## config.mk

```make
export PLATFORM = sky130hd
export DESIGN_NAME = reaction_timer
export DESIGN_NICKNAME = d
export VERILOG_FILES = /design/src/rtl/reaction_timer.sv
export SDC_FILE = /design/constraint.sdc
export NUM_CORES = 1
export LEC_CHECK = 0
export BUFFER_PORTS_ARGS = -buffer_cell sky130_fd_sc_hd__buf_2
export CAP_MARGIN = 20
export CORE_MARGIN = 2
export CORE_UTILIZATION = 50
export CTS_CLUSTER_DIAMETER = 120
export DETAILED_ROUTE_END_ITERATION = 8
export GPL_TIMING_DRIVEN = 0
export PLACE_DENSITY = 0.83
export RECOVER_POWER = 50
export SETUP_SLACK_MARGIN = 0.05
export SLEW_MARGIN = 10
export SYNTH_ARGS = -nofsm -noshare
export SYNTH_HDL_FRONTEND = slang
export SYNTH_SLANG_ARGS = --single-unit
```

## constraint.sdc

```tcl
create_clock -name CLOCK_50 -period 4.5 [get_ports CLOCK_50]
set_clock_uncertainty 0.1 [all_clocks]
set_input_delay 0.225 -clock CLOCK_50 [delete_from_list [all_inputs] [get_ports CLOCK_50]]
set_output_delay 0.225 -clock CLOCK_50 [all_outputs]
set_load 0.05 [all_outputs]
```

## src/rtl/reaction_timer.sv

```systemverilog
// Reaction-time measurement stage. Arms on start, times from the go pulse to
// the player's key press in millisecond ticks, flags early presses and keeps
// the best valid time since reset.
module reaction_timer #(
  parameter int unsigned MAX_MS = 9999
) (
  input  logic        CLOCK_50,
  input  logic        reset,
  input  logic        tick_ms,
  input  logic        start,
  input  logic        go,
  input  logic        key_n,
  output logic [13:0] react_ms,
  output logic [13:0] best_ms,
  output logic        result_valid,
  output logic        cheat,
  output logic        overflow,
  output logic        busy
);

  localparam int unsigned W = 14;
  localparam logic [W-1:0] MAX_V = W'(MAX_MS);

  typedef enum logic [2:0] {
    S_IDLE,
    S_ARMED,
    S_TIMING,
    S_DONE,
    S_CHEAT
  } state_t;

  state_t state;
  state_t state_nx;

  logic key_s1;
  logic key_s2;
  logic key_s3;
  logic press_c;

  logic [W-1:0] count;
  logic [W-1:0] count_nx;
  logic [W-1:0] count_inc_c;
  logic [W-1:0] react_nx;
  logic [W-1:0] best_nx;
  logic         valid_nx;
  logic         cheat_nx;
  logic         overflow_nx;
  logic         busy_nx;

  // Key synchronizer plus edge register; idle-high so reset never fakes a press
  always_ff @(posedge CLOCK_50) begin
    if (reset) begin
      key_s1 <= 1'b1;
      key_s2 <= 1'b1;
      key_s3 <= 1'b1;
    end else begin
      key_s1 <= key_n;
      key_s2 <= key_s1;
      key_s3 <= key_s2;
    end
  end

  // One-cycle pulse on each synchronized falling edge of the button
  assign press_c = key_s3 & ~key_s2;

  // Counter value after this cycle's tick, saturating at MAX_MS
  always_comb begin
    count_inc_c = count;
    if (tick_ms) begin
      if (count >= MAX_V) begin
        count_inc_c = MAX_V;
      end else begin
        count_inc_c = count + W'(1);
      end
    end
  end

  // Next-state and next-output logic for the round sequencer
  always_comb begin
    state_nx    = state;
    count_nx    = count;
    react_nx    = react_ms;
    best_nx     = best_ms;
    valid_nx    = result_valid;
    cheat_nx    = cheat;
    overflow_nx = overflow;

    case (state)
      S_IDLE: begin
        if (start) begin
          state_nx = S_ARMED;
        end
      end
      S_ARMED: begin
        // An early press beats a simultaneous lights-out pulse
        if (press_c) begin
          state_nx = S_CHEAT;
          cheat_nx = 1'b1;
        end else if (go) begin
          state_nx = S_TIMING;
          count_nx = '0;
        end
      end
      S_TIMING: begin
        count_nx = count_inc_c;
        // A saturated count is a timeout even if the key lands on the same cycle
        if (count_inc_c == MAX_V) begin
          state_nx    = S_DONE;
          react_nx    = MAX_V;
          overflow_nx = 1'b1;
        end else if (press_c) begin
          state_nx = S_DONE;
          react_nx = count_inc_c;
          valid_nx = 1'b1;
          if (count_inc_c < best_ms) begin
            best_nx = count_inc_c;
          end
        end
      end
      S_DONE, S_CHEAT: begin
        if (start) begin
          state_nx    = S_ARMED;
          valid_nx    = 1'b0;
          cheat_nx    = 1'b0;
          overflow_nx = 1'b0;
        end
      end
      default: begin
        state_nx = S_IDLE;
      end
    endcase

    busy_nx = (state_nx == S_ARMED) || (state_nx == S_TIMING);
  end

  // State register
  always_ff @(posedge CLOCK_50) begin
    if (reset) begin
      state <= S_IDLE;
    end else begin
      state <= state_nx;
    end
  end

  // Counter and registered result outputs
  always_ff @(posedge CLOCK_50) begin
    if (reset) begin
      count        <= '0;
      react_ms     <= '0;
      best_ms      <= MAX_V;
      result_valid <= 1'b0;
      cheat        <= 1'b0;
      overflow     <= 1'b0;
      busy         <= 1'b0;
    end else begin
      count        <= count_nx;
      react_ms     <= react_nx;
      best_ms      <= best_nx;
      result_valid <= valid_nx;
      cheat        <= cheat_nx;
      overflow     <= overflow_nx;
      busy         <= busy_nx;
    end
  end

endmodule
```

### Yosys cells after proc, flatten, opt, wreduce, memory -nomap -nowiden

Cells that the tools add are included.
Widths: inputs -> output; s select.

| operators by class | value |
|---|---|
| add/subtract/negate cells | 1 |
| $lt $le $gt $ge | 2 |
| eq/ne operators | 14 |
| mux-type cells | 20 |
| bitwise operators | 3 |
| reduce and logical (&&, ||, !) cells | 14 |

Operators with widths:

| cell | count |
|---|---|
| $mux 14 | 6 |
| $pmux 14 s2 | 1 |
| $mux 3 | 5 |
| $add 14x1->14 const B | 1 |
| $eq 14x14->1 const B | 1 |
| $ge 14x14->1 const B | 1 |
| $lt 14x14->1 | 1 |
| $ne 2x2->1 const B | 7 |
| $eq 3x2->1 const B | 3 |
| $pmux 3 s3 | 1 |
| $reduce_and 3->1 | 3 |
| $reduce_and 4->1 | 2 |
| $reduce_bool 2->1 | 4 |
| $eq 3x1->1 const B | 2 |
| $pmux 1 s2 | 3 |
| $mux 1 | 4 |
| $eq 3x3->1 const B | 1 |
| $logic_not 3->1 | 1 |
| $reduce_or 3->1 | 1 |
| $not 1->1 | 2 |
| $reduce_and 2->1 | 1 |
| $reduce_or 2->1 | 1 |
| $and 1x1->1 | 1 |
| $logic_or 1x1->1 | 1 |

| storage, ports and cells | value |
|---|---|
| flip-flop bits (word level) | 52 |
| input port bits | 6 |
| logic and storage cells | 65 |

### Depth between registers and ports, before layout

Gate-level depths: netlist of the first run.

| logic depth | value |
|---|---|
| word-level depth | 8 |
| gate-level depth with buffers | 16 |

### Least setup slack after synthesis of the first run

OpenSTA, ideal clock, no wires.

| timing | value |
|---|---|
| kind | register to register |
| start point | register count[0] |
| end point | register best_ms[10] |
| data arrival time | 3.163 ns |
| data required time | 4.329 ns |
| slack | 1.167 ns |
| cell stages (with the launch flop) | 16 |
| clock period less this slack | 3.333 ns |
| path through | dfxtp_1 -> ha_1 -> nand3_1 -> a31oi_1 -> o311a_1 -> buf_6 -> nor2_1 -> ha_1 -> a21o_1 -> a211o_1 -> o211ai_1 -> a21oi_1 -> a21oi_1 -> clkbuf_1 -> a21oi_1 -> o21bai_1 |

| between the ends | value |
|---|---|
| longest elaborated chain between the ends | 6 |
| elaborated cells on any way between the ends | 8 |
| classes of those cells | add/sub: 1; order compare: 2; eq/ne: 1; mux: 2; bitwise: 1; reduce/logical: 1 |

RTL lines:

| item | line | RTL |
|---|---|---|
| from (decl) | 40 | `logic [W-1:0] count;` |
| from (signal assigned) | 156 | `count <= count_nx;` |
| $add 14x1->14 / $ge 14x14->1 (equally long branches) | 73, 70 |  |
| $mux 14 * | 70 | `if (count >= MAX_V) begin` |
| $mux 14 * | 69 | `if (tick_ms) begin` |
| net count_inc_c[4] | 42 | `logic [W-1:0] count_inc_c;` |
| parallel branches: the longest is 2 deep, another holds $lt 14x14->1 | - |  |
| $reduce_and 4->1 (no source line) * | - |  |
| to (signal assigned) | 158 | `best_ms <= best_nx;` |
| to (decl) | 14 | `output logic [13:0] best_ms,` |

Mark *: on every way through the listed nets, which the timed path passes.
A chain may end at the register's enable or synchronous reset.

### Worst setup path in the final report of the first run

| timing | value |
|---|---|
| start point | register count[0] |
| end point | register best_ms[11] |

The elaborated chain is that of the path after synthesis.

==> metrics.yaml, run 1 <==
synth_area_leader_cell: "dfxtp_1"
setup_viol: 0
worstPathRequired_ns: 4.65
synth_area_um2: 2833
async_reset_ff_frac: 0
n_antenna_cell: 0
grt_pass1_vias: 2303
slew_violations: 0
outcome: "completed"
worstSetupStartpointType: "flip-flop"
routed-via-count: 2620
netlist_instances: 340
crit_fanout: 10
rsz0062_at_grt: "false"
cts_tree: "built"
seq_area_frac_synth: 0.3675
syn_to_final_growth_pct: 12.01
fin_crit_sh: 0.9540
clk_latency_ns: 0.31
hold_path.class: "in -> reg"
yosysUniqueCellTypes: 54
routabilityCongestion: 0.9177
dp_slack_ns: 0.3866
antenna_found_initial: 0
wl_per_cell_um: 15.35
hold_depth: 2
drt_iter0_drc: 191
finalHoldViolations: 0
port_buffers: 35
first_pass_iters: 5
period_needed_ns: 4.293
design.core.area_um2: 5473
clock-sinks: 52
layout.nets: 403
maxCapViolCount: 0
clkTransAtPathRegs_ns: 0.10
syn_avg_cell_area_um2: 8.332
worstSetupPathType: "reg -> reg"
peakVddDrop_mv: 0.1357
postCtsSetupBuffers: 0
p_leak_nw: 1.294
slew_headroom: 0.6005
grt_pass1_wl_mm: 11.45
fin_setup_tns_ns: 0
synth_top_area_frac: 0.3675
holdPathEnd: "state[0]"
synth-main-ff-cell: "dfxtp_1"
startpoint: "count[0]"
arrival_ns: 4.44
grt_max_degree: 17
die_area_um2: 6284
end_kind: "flip-flop"
globalRouteOverflowTotal: 0
htreeDepth: 2
drc: 0
worstReg2RegStart: "count[0]"
drive_above_1_share: 0.09375
fmax_mhz: 232.9
fp.dieW_um: 79.27
initial_core_util: 0.5176
ys_top_cells_by_count: "dfxtp_1 (52), nor2_1 (45), nand2_1 (23)"
viasPerCell: 5.746
reg2reg_slack_ns: 0.21
power_density_nw_per_um2: 256.4
yosys_warnings: 0
clk_root_buffer_cell: "clkbuf_8"
synth-edff-count: 0
tightest_slew_ns: 0.6019
cts_buffers: 5
hpwl_mm: 5.099
ys_seq_elements: 52
fin_util: 0.5798
hp-start: "reset"
synth.area.top_cells: "dfxtp_1 (37%), ha_1 (6.2%), nor2_1 (6.0%)"
syn_nets: 360
ant_nets: 0
die_h_um: 79.27
wl_mm: 7.000
synth.most_common_cell: "dfxtp_1"
r2r_end: "best_ms[11]"
row_count: 27
rr_worst_depth: 15
cts_buffer_depth: 2
fin_ws_ns: 0.2069
io_pins: 38
track_usage: 0.2315
worst max-delay path by stage:
| stage | end | slack (ns) | cells past startpoint |
|---|---|---|---|
| after floorplan | best_ms[10] | 1.17 | 15 |
| after global placement | best_ms[11] | 0.47 | 14 |
| after detailed placement | best_ms[6] | 0.39 | 14 |
| after CTS | best_ms[6] | 0.33 | 14 |
| after global routing | best_ms[7] | 0.12 | 15 |
| final | best_ms[11] | 0.21 | 15 |
metal layers:
layer | part of all wire | global-route usage | up-vias
met5 | 0 | 0 | -
met4 | 0.024 | 0.07414 | 0
met2 | 0.46 | 0.3780 | 106
met1 | 0.46 | 0.3145 | 1220
met3 | 0.056 | 0.03409 | 19
li1 | - | - | 1275
where the power goes:
part           switching [mW]  internal (mW)
Combinational          0.0436         0.0186
Clock                   0.157          0.125
Sequential            0.00361          0.466
Total                   0.205          0.609
registers in the layout (all words and copies together) (netlist names):
register	count
best_ms	14
overflow	1
key_s2	1
count	14
react_ms	14
state	3
busy	1
result_valid	1
key_s1	1
key_s3	1
cheat	1
placed cells by master (no fill, tap or decap), types with 4 or more instances in the layout:
cell / instances
a21o_1: 8
a21oi_1: 22
a22oi_1: 14
buf_2: 6
buf_6: 5
clkbuf_1: 46
clkbuf_8: 6
dfxtp_1: 52
ha_1: 14
inv_1: 22
nand2_1: 23
nand3_1: 11
nor2_1: 45
nor3_1: 9
o211ai_1: 4
o21ai_0: 13
o21bai_1: 6
o22ai_1: 6
xnor2_1: 9
logic make-up after synthesis:
| family | after synthesis | synth area share |
|---|---|---|
| AND/OR/NAND/NOR | 119 | 0.2125 |
| AO/OA/AOI/OAI | 93 | 0.2226 |
| flip-flops | 52 | 0.3675 |
| buffers and inverters | 46 | 0.08260 |
| adder cells (fa/ha/maj) | 14 | 0.06184 |
| XOR/XNOR | 12 | 0.03711 |
| multiplexers | 4 | 0.01590 |
what timing repair did:
action,4_1_cts,5_1_grt
resized for setup,0,1
hold buffers,1,0
endpoints found under the setup margin,0,10
hold endpoints to repair,1,0
critical path, cell delays in order (launching register included):
cell and delay [ns]:
dfxtp_1 0.39, ha_1 0.26, nand3_1 0.10, a31oi_1 0.19, o311a_1 0.37, buf_6 0.15
nor2_1 0.38, ha_1 0.34, a21o_1 0.20, a211o_1 0.33, o211ai_1 0.20, a21oi_1 0.10
a21oi_1 0.37, clkbuf_1 0.44, nand3_1 0.16, a21oi_1 0.14
final cells by class:
type | instances | area [µm²]
Buffer | 24 | 151.4
Clock buffer | 6 | 82.58
Clock inverter | 2 | 15.01
Fill cell | 540 | 2300
Inverter | 22 | 82.58
Multi-Input combinational cell | 242 | 1565
Sequential cell | 52 | 1041
Tap cell | 72 | 90.09
Timing Repair Buffer | 36 | 145.1
metrics by stage:
step / std cells / total power, mW / hold slack (ns) / cell area (µm²)
final: 456 / 0.8137 / 0.1586 / 3173
after global routing: 456 / 0.8457 / 0.1995 / 3173
after CTS: 456 / 0.8204 / 0.1545 / 3206
after detailed placement: 447 / 0.5417 / 0.2979 / 3098
after global placement: 447 / 0.5405 / 0.2918 / 3098
after floorplan: 340 / 0.5257 / 0.2288 / 2833
Note: power is estimated with default switching activity, not from simulation.
==> inputs of run 2 (changes only) <==
Settings changed: CAP_MARGIN 20 to default, CORE_UTILIZATION 50 to 30, PLACE_DENSITY 0.83 to 0.59.
==> run 2 against run 1 <==
  * Worst hold slack improved by 0.035 ns
  * Worst setup slack improved by 0.31 ns
  * Sequential power about the same
  * Clock-buffer cell count unchanged
  * Register-to-register slack improved by 0.31 ns
  * Critical endpoint unchanged
  * Highest routed layer unchanged
==> metrics.yaml, run 2 (synthesized netlist as in run 1, its figures left out) <==
syn_to_final_growth_pct: 14.13
power.total_mw: 0.8543  # +5.0%
grt_pass1_vias: 2390  # +3.8%
cts_tree: "built"
wl_mm: 7.425  # +6.1%
path_cells: "ha_1, nand3_1, a31oi_1, o311a_1, buf_6, nor2_1, ha_1, a21o_1, a211o_1, o211ai_1, a21oi_1, a21oi_1, clkbuf_2, nand3_1, a21oi_1"
slew_violations: 0  # unchanged
hold_path.class: "in -> reg"
crit_fanout: 10  # unchanged
critical_path.max_stage_delay_ns: 0.40  # -0.04 ns
hp-start: "start"
arrival_ns: 4.12  # -0.32 ns
end_kind: "flip-flop"
fmax_mhz: 251.2  # +7.9%
first_pass_iters: 6  # +1
worstSetupStartpointType: "flip-flop"
htreeDepth: 2  # unchanged
final_common_cell: "dfxtp_1"
design.core.area_um2: 9196  # +68%
maxCapViolCount: 0  # unchanged
routabilityCongestion: 0.8643  # -5.8%
finalHoldViolations: 0  # unchanged
cts_buffer_depth: 2  # unchanged
worstPathRequired_ns: 4.64  # about the same
peakVddDrop_mv: 0.1056  # -22%
grt_pass1_wl_mm: 11.81  # +3.1%
track_usage: 0.1462  # -0.08527
startpoint: "count[0]"
hpwl_mm: 5.610  # +10%
setup_viol: 0  # unchanged
cp_slowest_cell: "dfxtp_1"
rsz0062_at_grt: "false"
row_count: 35  # +30%
postCtsSetupBuffers: 0  # unchanged
layout_common_cells: "dfxtp_1 (52), clkbuf_1 (46), nor2_1 (45)"
power_density_nw_per_um2: 264.2  # +3.0%
worstReg2RegStart: "count[0]"
largest_registers: "best_ms (14), count (14), react_ms (14)"
drc: 0  # unchanged
fin_cells: 495  # +8.6%
antenna_found_initial: 0  # unchanged
outcome: "completed"
worstSetupPathType: "reg -> reg"
ant_nets: 0  # unchanged
routed-via-count: 2563  # -2.2%
port_buffers: 35  # unchanged
layout.nets: 403  # unchanged
fin_setup_tns_ns: 0  # unchanged
grt_max_degree: 16  # -1
period_needed_ns: 3.980  # -0.3127 ns
initial_core_util: 0.3080  # -0.2096
n_antenna_cell: 0  # unchanged
clkTransAtPathRegs_ns: 0.09  # about the same
cts_buffers: 5  # unchanged
fp.dieW_um: 101.2  # +28%
clk_root_buffer_cell: "clkbuf_8"
clock-sinks: 52  # unchanged
path_common_cell: "a21oi_1"
globalRouteOverflowTotal: 0  # unchanged
viasPerCell: 5.178  # -9.9%
dp.cells: 486  # +8.7%
wl_per_cell_um: 15.00  # -2.3%
clk_latency_ns: 0.31  # about the same
drive_above_1_share: 0.09375  # unchanged
slew_headroom: 0.6001  # about the same
die_h_um: 101.2  # +28%
drt_iter0_drc: 131  # -31%
tightest_slew_ns: 0.5998  # -0.002032 ns
p_leak_nw: 1.308  # +1.1%
fin_crit_sh: 0.8845  # -0.06950
die_area_um2: 10240  # +63%
io_pins: 38  # unchanged
==> run 2: changes by cell type in the layout (fill, tap and decap cells not counted), sizes merged <==
cell,before,now
clkinvlp,2,0
clkinv,0,1
bufinv,0,1
==> run 2: worst paths after layout <==
path | endpoint | cells past startpoint | slack (ns)
max | best_ms[11] | 15 | 0.52
min | cheat | 4 | 0.19
max reg2reg | best_ms[11] | 15 | 0.52
min reg2reg | key_s2 | 1 | 0.32
==> run 2: layout make-up <==
type | instances | area (µm²)
Fill cell | 979 | 5963
Inverter | 22 | 82.58
Clock buffer | 6 | 72.57
Clock inverter | 2 | 35.03
Sequential cell | 52 | 1041
Timing Repair Buffer | 36 | 145.1
Tap cell | 111 | 138.9
Multi-Input combinational cell | 242 | 1565
Buffer | 24 | 152.6
==> run 2: metrics by stage <==
step / worst slack, ns / hold WS (ns) / area [µm²] / util
3_5_place_dp: 0.2522 / 0.2975 / 3147 / 0.3422
5_1_grt: 0.2250 / 0.2266 / 3233 / 0.3516
2_1_floorplan: 1.167 / 0.2288 / 2833 / -
3_3_place_gp: 0.3330 / 0.2918 / 3147 / 0.3422
4_1_cts: 0.2208 / 0.1865 / 3264 / 0.3550
6_report: 0.5196 / 0.1935 / 3233 / 0.3516
==> run 2: critical path, delay by kind of cell, from the launching register on <==
family | cells | cell delay (ns)
and+or+nand+nor | 3 | 0.56
buffers and inverters | 2 | 0.48
adders and majority gates | 2 | 0.60
AOI/OAI and AO/OA | 8 | 1.76
DFF | 1 | 0.40
==> run 2: where the power goes <==
part	leakage, nW	switching (mW)	total [mW]	internal (mW)
sequential	0.420	0.00375	0.469	0.466
clock	0.0552	0.156	0.322	0.165
combinational	0.833	0.0446	0.0632	0.0187
==> run 2: repair_timing <==
action / in CTS / in global routing
endpoints found under the setup margin: 0 / 10
resized for setup: 0 / 3
hold buffers: 1 / 0
hold endpoints to repair: 1 / 0
==> run 2: metal layers <==
metal  share of wire  global-route usage  wire length [µm]  up-vias
met5               0                   0                 0        -
met4           0.028             0.05925               208        0
met3           0.036             0.01932               269       15
met2            0.48              0.2440              3548       49
met1            0.46              0.1909              3399     1217
li1                -                   -                 -     1282
==> inputs of run 3 (changes only) <==
Settings changed: ABC_AREA from default to 1, CORE_ASPECT_RATIO from default to 0.9.
==> run 3 against run 2 <==
  * Utilization shrank 0.45 points
  * Combinational power rose by 54%
  * Final cell count increased by 21%
  * Largest cell class unchanged
  * Critical path depth grew 4
  * Non-clock buffer count down 11
  * Routed wire length rose by 3.8%
  * Power decreased by 0.33%
  * Sequential cell count unchanged
  * Via count increased by 9.1%
  * Maximum frequency grew 5.5%
==> metrics.yaml, run 3 <==
n_antenna_cell: 0  # unchanged
yosys_warnings: 0  # unchanged
layout_common_cells: "nand2_1 (131), inv_1 (56), dfxtp_1 (52)"
ys_top_cells_by_count: "nand2_1 (129), inv_1 (56), dfxtp_1 (52)"
grt_max_degree: 18  # +2
worstPathRequired_ns: 4.65  # about the same
fp.dieW_um: 108.6  # +7.3%
setup_viol: 0  # unchanged
wl_per_cell_um: 12.83  # -14%
ctsHoldBuffers: 1  # unchanged
tightest_slew_ns: 0.6729  # +0.07310 ns
slew_headroom: 0.5514  # -0.04873
yosysUniqueCellTypes: 37  # -31%
seq_area_frac_synth: 0.3525  # -0.01495
fin_ws_ns: 0.7268  # +0.2072 ns
cts_tree: "built"
row_count: 34  # -2.9%
globalRouteOverflowTotal: 0  # unchanged
drt_iter0_drc: 161  # +23%
ys_seq_elements: 52  # unchanged
postCtsSetupBuffers: 0  # unchanged
synth.most_common_cell: "nand2_1"
period_needed_ns: 3.773  # -0.2072 ns
worstSetupStartpointType: "flip-flop"
grt_pass1_wl_mm: 12.63  # +7.0%
hpwl_mm: 5.899  # +5.2%
worstReg2RegStart: "count[0]"
drc: 0  # unchanged
syn_avg_cell_area_um2: 6.851  # -18%
grt_pass1_vias: 2698  # +13%
largest_registers: "best_ms (14), count (14), react_ms (14)"
synth_top_area_frac: 0.3525  # -0.01495
p_leak_nw: 1.545  # +18%
clock-sinks: 52  # unchanged
synth-edff-count: 0  # unchanged
async_reset_ff_frac: 0  # unchanged
end_kind: "flip-flop"
port_buffers: 35  # unchanged
wl_mm: 7.708  # +3.8%
synth.area.top_cells: "dfxtp_1 (35%), nand2_1 (16%), inv_1 (7.1%)"
placed_cell_area_um2: 3286  # +4.4%
viasPerCell: 4.654  # -10%
syn_nets: 451  # +25%
startpoint: "count[0]"
htreeDepth: 2  # unchanged
syn_to_final_growth_pct: 13.01
cts_buffers: 5  # unchanged
synth_area_leader_cell: "dfxtp_1"
slew_violations: 0  # unchanged
peakVddDrop_mv: 0.1532  # +45%
power_density_nw_per_um2: 255.1  # -3.4%
finalHoldViolations: 0  # unchanged
hp-start: "start"
fmax_mhz: 265.0  # +5.5%
synth-main-ff-cell: "dfxtp_1"
synth_area_um2: 2953  # +4.2%
antenna_found_initial: 0  # unchanged
layout.nets: 494  # +23%
post_cts_resize_count: 0  # unchanged
power.total_mw: 0.8514  # -0.33%
final_common_cell: "nand2_1"
arrival_ns: 3.93  # -0.19 ns
design.core.area_um2: 9614  # +4.5%
clkTransAtPathRegs_ns: 0.10  # about the same
ant_nets: 0  # unchanged
netlist_instances: 431  # +27%
initial_core_util: 0.3071  # -0.0008955
first_pass_iters: 4  # -2
routabilityCongestion: 0.8522  # -1.4%
clk_root_buffer_cell: "clkbuf_8"
worstSetupPathType: "reg -> reg"
final_cell_area_um2: 3337  # +3.2%
io_pins: 38  # unchanged
rsz0062_at_grt: "false"
track_usage: 0.1482  # +0.001987
drive_above_1_share: 0.09895  # +0.005197
hold_path.class: "in -> reg"
clk_latency_ns: 0.31  # about the same
routed-via-count: 2797  # +9.1%
maxCapViolCount: 0  # unchanged
whs_ns: 0.1269  # -0.06653 ns
cts_buffer_depth: 2  # unchanged
dp_slack_ns: 0.9766  # +0.7245 ns
die_area_um2: 10650  # +4.1%
fin_crit_sh: 0.8385  # -0.04605
die_h_um: 98.12  # -3.0%
fin_setup_tns_ns: 0  # unchanged
outcome: "completed"
crit_fanout: 10  # unchanged
==> run 3: cell count changes in the layout (fill, tap and decap cells not counted), moves of 8 or more <==
cell,delta
a21oi_1,+8
nand3_1,+11
nand2_1,+108
clkbuf_1,-9
a21o_1,-8
a22oi_1,-14
nor3_1,-8
inv_1,+34
==> run 3: worst max-delay path: stages (launching register included) <==
cell	delay [ns]
dfxtp_1	0.36
ha_1	0.27
nand3_1	0.10
nand2_1	0.05
nand3_1	0.07
nand2_1	0.06
nand2_1	0.26
buf_6	0.20
inv_1	0.09
nor2_1	0.39
ha_1	0.34
a21oi_1	0.15
o21ai_0	0.08
a21oi_1	0.13
nor2_1	0.05
a211oi_1	0.34
nand3_1	0.14
a21oi_2	0.35
nand2_1	0.10
nand3_1	0.08
==> run 3: kinds of logic (layout without fill, tap and decap cells) <==
group,Yosys count,count (layout),synth area share
AOI/OAI and AO/OA,58,58,0.1127
muxes,1,1,0.003390
adders and majority gates,14,14,0.05932
xor gates and xnor gates,3,3,0.008900
buffers and inverters,70,114,0.09958
DFF,52,52,0.3525
and+or+nand+nor,233,233,0.3636
==> run 3: per-layer routing <==
layer / vias up / global-route usage / wire length, µm
met2: 66 / 0.2442 / 3468
met3: 11 / 0.02136 / 304
met5: - / 0 / 0
li1: 1449 / - / -
met4: 0 / 0.05424 / 142
met1: 1271 / 0.1957 / 3793
==> run 3: final cells by class <==
type,instances,area (µm²)
Timing Repair Buffer,36,145.1
Clock buffer,5,68.82
Tap cell,126,157.7
Multi-Input combinational cell,309,1608
Buffer,13,80.08
Sequential cell,52,1041
Fill cell,1070,6277
Inverter,57,214.0
Clock inverter,3,22.52
==> run 3: where the power goes <==
| part | leakage (nW) | total, mW | switching (mW) | internal [mW] |
|---|---|---|---|---|
| Combinational | 1.08 | 0.0975 | 0.0734 | 0.0241 |
| Clock | 0.0485 | 0.279 | 0.167 | 0.112 |
| Sequential | 0.421 | 0.475 | 0.00622 | 0.469 |
| Total | 1.55 | 0.851 | 0.246 | 0.605 |
==> run 3: stage by stage <==
step	instances	util
after global routing	601	0.3471
after detailed placement	592	0.3417
final	601	0.3471
after CTS	601	0.3523
after global placement	592	0.3417
after floorplan	431	-
==> run 3: final timing paths <==
check,cells after the start,to,slack (ns)
setup reg to reg,19,best_ms[0],0.73
hold reg to reg,1,key_s2,0.32
hold / removal,4,state[2],0.13
setup / recovery,19,best_ms[0],0.73
